<file path="src/rtl/apb_gpio_ss_pkg.sv">
// Shared constants for the APB GPIO subsystem: register byte offsets, register
// index enum and the debounce counter width.
package apb_gpio_ss_pkg;

  localparam int unsigned DEBOUNCE_W = 8;

  localparam logic [7:0] OFF_OUT      = 8'h00;
  localparam logic [7:0] OFF_OE       = 8'h04;
  localparam logic [7:0] OFF_IN       = 8'h08;
  localparam logic [7:0] OFF_IRQ_MASK = 8'h0C;
  localparam logic [7:0] OFF_RISE_EN  = 8'h10;
  localparam logic [7:0] OFF_FALL_EN  = 8'h14;
  localparam logic [7:0] OFF_STATUS   = 8'h18;
  localparam logic [7:0] OFF_DEBOUNCE = 8'h1C;

  typedef enum logic [2:0] {
    REG_OUT      = 3'd0,
    REG_OE       = 3'd1,
    REG_IN       = 3'd2,
    REG_IRQ_MASK = 3'd3,
    REG_RISE_EN  = 3'd4,
    REG_FALL_EN  = 3'd5,
    REG_STATUS   = 3'd6,
    REG_DEBOUNCE = 3'd7
  } reg_idx_e;

endpackage

</file>
<file path="src/rtl/apb_gpio_ss_pin_filter.sv">
// Per-pin input path: 2-flop synchroniser, optional debounce and edge detect.
// Debounce is built only when APB_GPIO_SS_DEBOUNCE_EN is defined.
module gpio_pin_filter
  import apb_gpio_ss_pkg::*;
(
  input  logic                  clk_in,
  input  logic                  reset_int,
  input  logic                  gpi,
`ifdef APB_GPIO_SS_DEBOUNCE_EN
  input  logic [DEBOUNCE_W-1:0] debounce,
`endif
  output logic                  filtered,
  output logic                  rise,
  output logic                  fall
);

  logic sync1_q;
  logic sync2_q;
  logic delay_q;

  // NOTE: sequential state uses non-blocking assignments so every flop samples
  // pre-edge values; blocking here would collapse the synchroniser to one stage.
  always_ff @(posedge clk_in or posedge reset_int) begin
    if (reset_int) begin
      sync1_q <= 1'b0;
      sync2_q <= 1'b0;
      delay_q <= 1'b0;
    end else begin
      sync1_q <= gpi;
      sync2_q <= sync1_q;
      // Tracks regardless of block enable so re-enabling never sees a stale edge.
      delay_q <= filtered;
    end
  end

`ifdef APB_GPIO_SS_DEBOUNCE_EN
  logic                  level_q;
  logic [DEBOUNCE_W-1:0] count_q;

  always_ff @(posedge clk_in or posedge reset_int) begin
    if (reset_int) begin
      level_q <= 1'b0;
      count_q <= '0;
    end else if (sync2_q != level_q) begin
      if (count_q == debounce) begin
        level_q <= sync2_q;
        count_q <= '0;
      end else begin
        count_q <= count_q + DEBOUNCE_W'(1);
      end
    end else begin
      count_q <= '0;
    end
  end

  // A zero threshold bypasses the level register so latency matches the plain path.
  assign filtered = (debounce == '0) ? sync2_q : level_q;
`else
  assign filtered = sync2_q;
`endif

  assign rise = filtered & ~delay_q;
  assign fall = ~filtered & delay_q;

endmodule

</file>
<file path="src/rtl/apb_gpio_ss.sv">
// APB GPIO subsystem for N_PMOD 4-pin PMOD ports with edge-triggered interrupts.
// Define APB_GPIO_SS_DEBOUNCE_EN to add the DEBOUNCE register and per-pin filters.
module apb_gpio_ss
  import apb_gpio_ss_pkg::*;
#(
  parameter int APB_AW = 10,
  parameter int APB_DW = 32,
  parameter int N_PMOD = 2
) (
  input  logic                clk_in,
  input  logic                reset_int,
  input  logic [APB_AW-1:0]   PADDR,
  input  logic                PSEL,
  input  logic                PENABLE,
  input  logic                PWRITE,
  input  logic [APB_DW-1:0]   PWDATA,
  output logic [APB_DW-1:0]   PRDATA,
  output logic                PREADY,
  output logic                PSLVERR,
  input  logic                irq_en,
  input  logic [7:0]          ss_ctrl,
  input  logic [4*N_PMOD-1:0] pmod_gpi,
  output logic [4*N_PMOD-1:0] pmod_gpo,
  output logic [4*N_PMOD-1:0] pmod_gpio_oe,
  output logic                irq
);

  localparam int NP = 4 * N_PMOD;

  logic [NP-1:0] out_q, oe_q, mask_q, rise_en_q, fall_en_q, status_q;
  logic          irq_q;
`ifdef APB_GPIO_SS_DEBOUNCE_EN
  logic [DEBOUNCE_W-1:0] debounce_q;
`endif

  logic [NP-1:0] filt, rise, fall;
  logic [NP-1:0] set_bits, clr_bits;
  logic          block_en, access, hit, err, wr_en;
  logic [31:0]   addr_ext;
  reg_idx_e      idx;
  logic [APB_DW-1:0] rdata;

  assign block_en = ss_ctrl[0];
  assign access   = PSEL & PENABLE;
  assign addr_ext = 32'(PADDR);

  // NOTE: every always_comb output gets a default before the case, otherwise
  // unlisted addresses would hold their old value and infer a latch.
  always_comb begin
    hit = (addr_ext[31:8] == '0);
    idx = REG_OUT;
    case (addr_ext[7:0])
      OFF_OUT:      idx = REG_OUT;
      OFF_OE:       idx = REG_OE;
      OFF_IN:       idx = REG_IN;
      OFF_IRQ_MASK: idx = REG_IRQ_MASK;
      OFF_RISE_EN:  idx = REG_RISE_EN;
      OFF_FALL_EN:  idx = REG_FALL_EN;
      OFF_STATUS:   idx = REG_STATUS;
`ifdef APB_GPIO_SS_DEBOUNCE_EN
      OFF_DEBOUNCE: idx = REG_DEBOUNCE;
`else
      OFF_DEBOUNCE: hit = 1'b0;
`endif
      default:      hit = 1'b0;
    endcase
  end

  assign err      = ~hit | (PWRITE & (idx == REG_IN));
  assign wr_en    = access & PWRITE & ~err;
  assign clr_bits = (wr_en && idx == REG_STATUS) ? PWDATA[NP-1:0] : '0;
  assign set_bits = block_en ? ((rise & rise_en_q) | (fall & fall_en_q)) : '0;

  always_ff @(posedge clk_in or posedge reset_int) begin
    if (reset_int) begin
      out_q      <= '0;
      oe_q       <= '0;
      mask_q     <= '0;
      rise_en_q  <= '0;
      fall_en_q  <= '0;
      status_q   <= '0;
      irq_q      <= 1'b0;
`ifdef APB_GPIO_SS_DEBOUNCE_EN
      debounce_q <= '0;
`endif
    end else begin
      if (wr_en) begin
        case (idx)
          REG_OUT:      out_q      <= PWDATA[NP-1:0];
          REG_OE:       oe_q       <= PWDATA[NP-1:0];
          REG_IRQ_MASK: mask_q     <= PWDATA[NP-1:0];
          REG_RISE_EN:  rise_en_q  <= PWDATA[NP-1:0];
          REG_FALL_EN:  fall_en_q  <= PWDATA[NP-1:0];
`ifdef APB_GPIO_SS_DEBOUNCE_EN
          REG_DEBOUNCE: debounce_q <= PWDATA[DEBOUNCE_W-1:0];
`endif
          default: ;
        endcase
      end
      // A new edge outranks a same-cycle write-1-to-clear.
      status_q <= (status_q & ~clr_bits) | set_bits;
      irq_q    <= irq_en & block_en & (|(status_q & mask_q));
    end
  end

  always_comb begin
    rdata = '0;
    case (idx)
      REG_OUT:      rdata[NP-1:0] = out_q;
      REG_OE:       rdata[NP-1:0] = oe_q;
      REG_IN:       rdata[NP-1:0] = filt;
      REG_IRQ_MASK: rdata[NP-1:0] = mask_q;
      REG_RISE_EN:  rdata[NP-1:0] = rise_en_q;
      REG_FALL_EN:  rdata[NP-1:0] = fall_en_q;
      REG_STATUS:   rdata[NP-1:0] = status_q;
`ifdef APB_GPIO_SS_DEBOUNCE_EN
      REG_DEBOUNCE: rdata[DEBOUNCE_W-1:0] = debounce_q;
`endif
      default: ;
    endcase
  end

  assign PREADY       = 1'b1;
  assign PSLVERR      = access & err & ~reset_int;
  assign PRDATA       = (access && !PWRITE && !err && !reset_int) ? rdata : '0;
  assign pmod_gpo     = block_en ? out_q : '0;
  assign pmod_gpio_oe = block_en ? oe_q : '0;
  assign irq          = irq_q;

  for (genvar i = 0; i < NP; i++) begin : g_pin
    gpio_pin_filter u_filter (
      .clk_in    (clk_in),
      .reset_int (reset_int),
      .gpi       (pmod_gpi[i]),
`ifdef APB_GPIO_SS_DEBOUNCE_EN
      .debounce  (debounce_q),
`endif
      .filtered  (filt[i]),
      .rise      (rise[i]),
      .fall      (fall[i])
    );
  end

  logic unused_bits;
  assign unused_bits = ^{ss_ctrl[7:1], PWDATA};

endmodule

</file>
<file path="config.mk">
export PLATFORM = sky130hd
export DESIGN_NAME = apb_gpio_ss
export DESIGN_NICKNAME = d
export VERILOG_FILES = /design/src/rtl/apb_gpio_ss_pkg.sv /design/src/rtl/apb_gpio_ss_pin_filter.sv /design/src/rtl/apb_gpio_ss.sv
export SDC_FILE = /design/constraint.sdc
export NUM_CORES = 1
export LEC_CHECK = 0
export ABC_AREA = 1
export CELL_PAD_IN_SITES_DETAIL_PLACEMENT = 2
export CELL_PAD_IN_SITES_GLOBAL_PLACEMENT = 2
export CORE_ASPECT_RATIO = 0.8
export CORE_UTILIZATION = 24
export CTS_CLUSTER_DIAMETER = 150
export CTS_CLUSTER_SIZE = 25
export DETAILED_ROUTE_END_ITERATION = 6
export PLACE_DENSITY_LB_ADDON = 0.1
export SYNTH_ARGS = -nofsm -noshare
export SYNTH_HDL_FRONTEND = slang
export SYNTH_HIERARCHICAL = 1
export SYNTH_SLANG_ARGS = --single-unit
</file>
<file path="constraint.sdc">
create_clock -name clk_in -period 1.6 [get_ports clk_in]
set_clock_uncertainty 0.2 [all_clocks]
set_input_delay 0.24 -clock clk_in [delete_from_list [all_inputs] [get_ports clk_in]]
set_output_delay 0.24 -clock clk_in [all_outputs]
set_load 0.02 [all_outputs]
</file>
Yosys cells after proc, flatten, opt, wreduce, memory -nomap -nowiden

Index checks and enable logic that the tools add are counted.

Bits in registers: 73
Input port bits: 64
Logic and storage cells: 119
Output and inout port bits: 51

Eq/ne operators: 12
Bitwise gates (word level): 51
Multiplexer cells: 8
Reduce and logical (&&, ||, !) cells: 17

Operator list:

| cell                                                                  | count |
|---|---|
| 8-bit one-hot mux with 7 select lines                                 | 1 |
| 8-bit two-way mux                                                     | 5 |
| 8-bit bitwise AND                                                     | 4 |
| 1-bit bitwise AND                                                     | 24 |
| 8-bit by 5-bit equality test with 1-bit output, second input constant | 3 |
| 24-bit zero test                                                      | 1 |
| 1-bit NOT                                                             | 19 |
| 3-bit one-hot mux with 6 select lines                                 | 1 |
| 8-bit by 4-bit equality test with 1-bit output, second input constant | 2 |
| 8-bit OR                                                              | 2 |
| 2-bit AND reduction                                                   | 5 |
| 3-bit equality test, second input constant                            | 3 |
| 8-bit by 3-bit equality test with 1-bit output, second input constant | 1 |
| 8-bit zero test                                                       | 1 |
| 8-bit NOT                                                             | 1 |
| 8-bit OR reduction                                                    | 1 |
| 7-bit OR reduction                                                    | 1 |
| 3-bit by 2-bit equality test with 1-bit output, second input constant | 2 |
| 1-bit logical AND                                                     | 4 |
| 3-bit by 1-bit equality test with 1-bit output, second input constant | 1 |
| 1-bit zero test                                                       | 3 |
| 3-bit zero test                                                       | 1 |
| 1-bit two-way mux                                                     | 1 |
| 1-bit OR                                                              | 1 |

Depth between registers and ports, before layout

Word-level depth: 12
Depth in mapped cells: 12
Depth with buffers taken out: 11

By module

Netlist, hierarchy kept.

Modules (own cells, without submodules):

| module          | area each (um^2) | seq. area each (um^2) | cells an instance | instances |
|---|---|---|---|---|
| apb_gpio_ss     | 3,098.0          | 1,226.2               | 420               | 1 |
| gpio_pin_filter | 93.8             | 75.1                  | 8                 | 8 |

Worst setup path after synthesis

Ideal clock, no wire load.

Kind: input port to output port
Start point: input PADDR[1]
End point: output PRDATA[0]
Slack: -245 ps
Data arrival time: 1,405 ps
Cell stages on the path: 9
Path buffers: 0
Required time: 1,160 ps
Path through: inv_1 > nand2_2 > nor3_1 > nand3_1 > o21ai_0 > nor2_1 > nand3b_1 > nand2_1 > inv_1

Word-level cells in the longest chain between the ends: 9
Elaborated cells on any way between the ends: 25
Those cells by class: eq/ne: 12; mux: 4; bitwise: 3; reduce/logical: 6

Ends and longest elaborated chain:

| item                                                                                       | RTL line                                                 | text |
|---|---|---|
| start, declared                                                                            | apb_gpio_ss.sv:12                                        | `input logic [APB_AW-1:0] PADDR,` |
| 8-bit by 5-bit equality test with 1-bit output, or another cell as far along               | apb_gpio_ss.sv:52                                        | `case (addr_ext[7:0])` |
| 3-bit one-hot mux with 6 select lines / 7-bit OR reduction (equally long branches)         | -                                                        |  |
| 3-bit by 2-bit equality test with 1-bit output / 1-bit two-way mux (equally long branches) | apb_gpio_ss.sv:69, apb_gpio_ss.sv:108, apb_gpio_ss.sv:52 |  |
| 1-bit bitwise AND / 1-bit NOT (equally long branches)                                      | apb_gpio_ss.sv:69                                        | `assign err = ~hit \| (PWRITE & (idx == REG_IN));` |
| 1-bit OR                                                                                   | apb_gpio_ss.sv:69                                        |  |
| 1-bit zero test                                                                            | apb_gpio_ss.sv:125                                       | `assign PRDATA = (access && !PWRITE && !err && !reset_int) ? rdata : '0;` |
| 1-bit logical AND (2 in series)                                                            | apb_gpio_ss.sv:125                                       |  |
| 8-bit two-way mux (*)                                                                      | apb_gpio_ss.sv:125                                       |  |
| end, declared                                                                              | apb_gpio_ss.sv:17                                        | `output logic [APB_DW-1:0] PRDATA,` |

Every way passes the cells marked *; elsewhere a longest branch is shown, timed or not.

Worst setup path after layout

Start point: input PADDR[1]
End point: output PRDATA[6]

The elaborated chain is that of the path after synthesis.

==> results_dict.tcl <==
set metrics [dict create \
    fp.dieW_um 144 \
    grt_pass1_wl_um 24800 \
    yosysMostFrequentCell "nand2_1" \
    synth_cell_types 31 \
    yosysTopAreaCell "dfrtp_1" \
    synth_area_um2 3850 \
    drive_above_1_share_pct 47.8 \
    ant_nets 0 \
    fin_ws_ps -464 \
    drt-initial-drc-count 130 \
    synth_top_family_by_area "simple AND/OR/NAND/NOR gates" \
    synthArstFlopShare_pct 100 \
    cts_buffers 9 \
    synth_edf_count 0 \
    antenna_found_initial 0 \
    yosys_most_used_dff "dfrtp_1" \
    synth_area_leaders "dfrtp_1 47%, nand2_1 13%, inv_1 7.2%, buf_4 4.9%, nand3_1 4.7%" \
    cts.reportedPaths.clkPinSlew_ps 70 \
    dp_hpwl_um 11000 \
    wl_per_cell_um 19.4 \
    power.density_nw_per_um2 664 \
    final_max_slew_viol_count 0 \
    synth_compound_area_share_pct 10.8 \
    grt_max_degree 18 \
    first_global_vias 4374 \
    ir_drop_mv 0.478 \
    ys_seq_area_share_pct 47.5 \
    worst_setup_path_start_kind "input pin" \
    cp_max_fo 8 \
    drv_cap 0 \
    status "complete, but fails checks" \
    synth.avg_cell_area_um2 7.95 \
    drc 0 \
    clock_latency_ps 350 \
    core_area_um2 15700 \
    portBuffers 58 \
    die_h_um 115 \
    start_util_pct 24.5 \
    syn_inst 484 \
    nets 727 \
    end_kind "output port" \
    cts_sinks 73 \
    hold_viol_final 0 \
    final_area_um2 6600 \
    synthMuxAreaShare_pct 0 \
    p_total_mw 4.38 \
    fillCellCount 1743 \
    via_per_inst 4.47 \
    criticalPathCategory "in -> out" \
    violations "setup timing" \
    rows 41 \
    rsz0062_at_grt "yes" \
    first_pass_iters 4 \
    design.portCount 115 \
    grt.overflow.total 0 \
    p_leak_nw 3.39 \
    crit_required_ps 1160 \
    synthTopCellsByCount "138 x nand2_1, 74 x inv_1, 73 x dfrtp_1" \
    place_area_um2 5370 \
    ys_ff_latch 73 \
    hp-class "in -> async" \
    synthAdderAreaFrac_pct 0 \
    fmax_mhz 485 \
    gp_congestion 0.812 \
    cts_htree_levels 3 \
    cts_buffer_depth 2 \
    track_usage_pct 20.9 \
    synth-warning-count 6 \
    setup_viol 57 \
    cts_tree "done" \
    synth_xor_area_share_pct 0 \
    syn_to_final_growth_pct 71.5 \
    num_vias 3945 \
    synth-simple-area-share_pct 27.4 \
    synth_top_area_share_pct 47.5 \
    antennaDiodeCount 0 \
    worstPathArrival_ps 1620 \
    wl_um 17100 \
    post-route-period-util_pct 129 \
    die-area_um2 16500 \
    cts_root_buf "clkbuf_16" \
    min_period_ps 2060 \
]
## cells by family (layout without fill, tap and decap cells)
group	count (synthesis)	in the layout
AND/OR/NAND/NOR	234	239
AO/OA/AOI/OAI	62	62
other	2	25
buffers and inverters	113	269
flip-flops	73	73
## what timing repair did
action / 4_1_cts / 5_1_grt
resized for setup: 245 / 105
setup buffers: 13 / 13
pin swaps: 39 / 35
hold buffers: 1 / 0
cloned: 8 / 3
endpoints found under the hold margin: 3 / 0
setup endpoints to repair: 74 / 59
## registers in the layout, summed over array words and instances, names as in the netlist
| register | count |
|---|---|
| oe_q | 8 |
| fall_en_q | 8 |
| mask_q | 8 |
| status_q | 8 |
| g_pin.u_filter/filtered | 8 |
| rise_en_q | 8 |
| g_pin.u_filter/delay_q | 8 |
| g_pin.u_filter/sync1_q | 8 |
| irq | 1 |
| out_q | 8 |
## area by class of cell
class / instances / area, µm² / area share, %
multi-input cells: 326 / 2210 / 33.4
clock buffers: 11 / 243 / 3.68
well taps: 215 / 269 / 4.08
clock inverters: 5 / 40.0 / 0.607
flip-flops and latches: 73 / 1830 / 27.7
inverters: 77 / 332 / 5.02
repair inverters: 1 / 6.26 / 0.0948
repair buffers: 175 / 1680 / 25.4
## final timing paths
check / from / end / slack [ps] / cells past startpoint
setup / recovery: PADDR[1] / PRDATA[6] / -460 / 12
hold reg to reg: g_pin[1].u_filter/sync1_q / g_pin[1].u_filter/filtered / 150 / 0
min in group clk_in: pmod_gpi[5] / g_pin[5].u_filter/sync1_q / 130 / 1
hold / removal: reset_int / g_pin[3].u_filter/delay_q / 20 / 3
setup reg to reg: mask_q[6] / irq / 150 / 5
max in group asynchronous: reset_int / g_pin[4].u_filter/sync1_q / 620 / 3
## cells in the final DEF, fill, tap and decap left out, types with 2 or more instances in the layout
cell type        Yosys  routed
a22o_1               8       8
conb_1               2      25
nor2_1              31      23
o21ai_1             24      24
inv_1               74      57
nand2_8              0       8
buf_2                5      17
dlygate4sd2_1        0       3
nand2_2              7      37
nand3_4              0       6
buf_8                0       5
dfrtp_1             73      73
o21ai_2             16      23
nand2_4              3      28
nor2_2               2       5
buf_12               0      11
nor2_4               1       6
nand3b_1             8       8
nand3_1             36      20
clkinv_4             0       3
clkinvlp_4           0       5
dlymetal6s2s_1       0       2
nand2_1            138      80
buf_6                3      31
buf_4               25      83
inv_2                1      13
o22ai_1              2       2
clkbuf_16            0       9
nand3_2              2      12
clkdlybuf4s50_1      0      19
## worst max-delay path, stage by stage
cell and delay, ps:
buf_8 100, buf_4 130, nor2_4 150, nand3_4 110
buf_6 140, nand3_4 70, nand2_4 50, nor3b_4 210
buf_12 180, nand2_2 70, inv_2 60, buf_6 100
## metrics by stage
stage / setup TNS (ps) / worst slack (ps) / instances / hold WS [ps] / utilization (%)
global route: -24150 / -547 / 883 / 39.7 / 42.0
detailed placement: -66860 / -1470 / 834 / 136 / 34.2
CTS: -10600 / -517 / 872 / 33.5 / 39.2
finish: -19570 / -464 / 883 / 22.9 / 42.0
global placement: -60690 / -1350 / 834 / 133 / 34.2
floorplan: -1610 / -97.9 / 507 / -206 / -
## layer usage
| metal | track usage, % | vias to the layer above | share of wire, % |
|---|---|---|---|
| met5 | 0 | - | 0 |
| met4 | 8.01 | 0 | 2.3 |
| met3 | 3.33 | 29 | 2.8 |
| met2 | 37.6 | 74 | 53 |
| met1 | 25.1 | 2017 | 42 |
| li1 | - | 1825 | - |
## where the power goes
part           switching, mW  internal (mW)  total [mW]
sequential            0.0241           1.88        1.91
combinational          0.307          0.217       0.524
clock                  0.851           1.10        1.95
total                   1.18           3.20        4.38
Note: power is estimated with default switching activity, not from simulation.
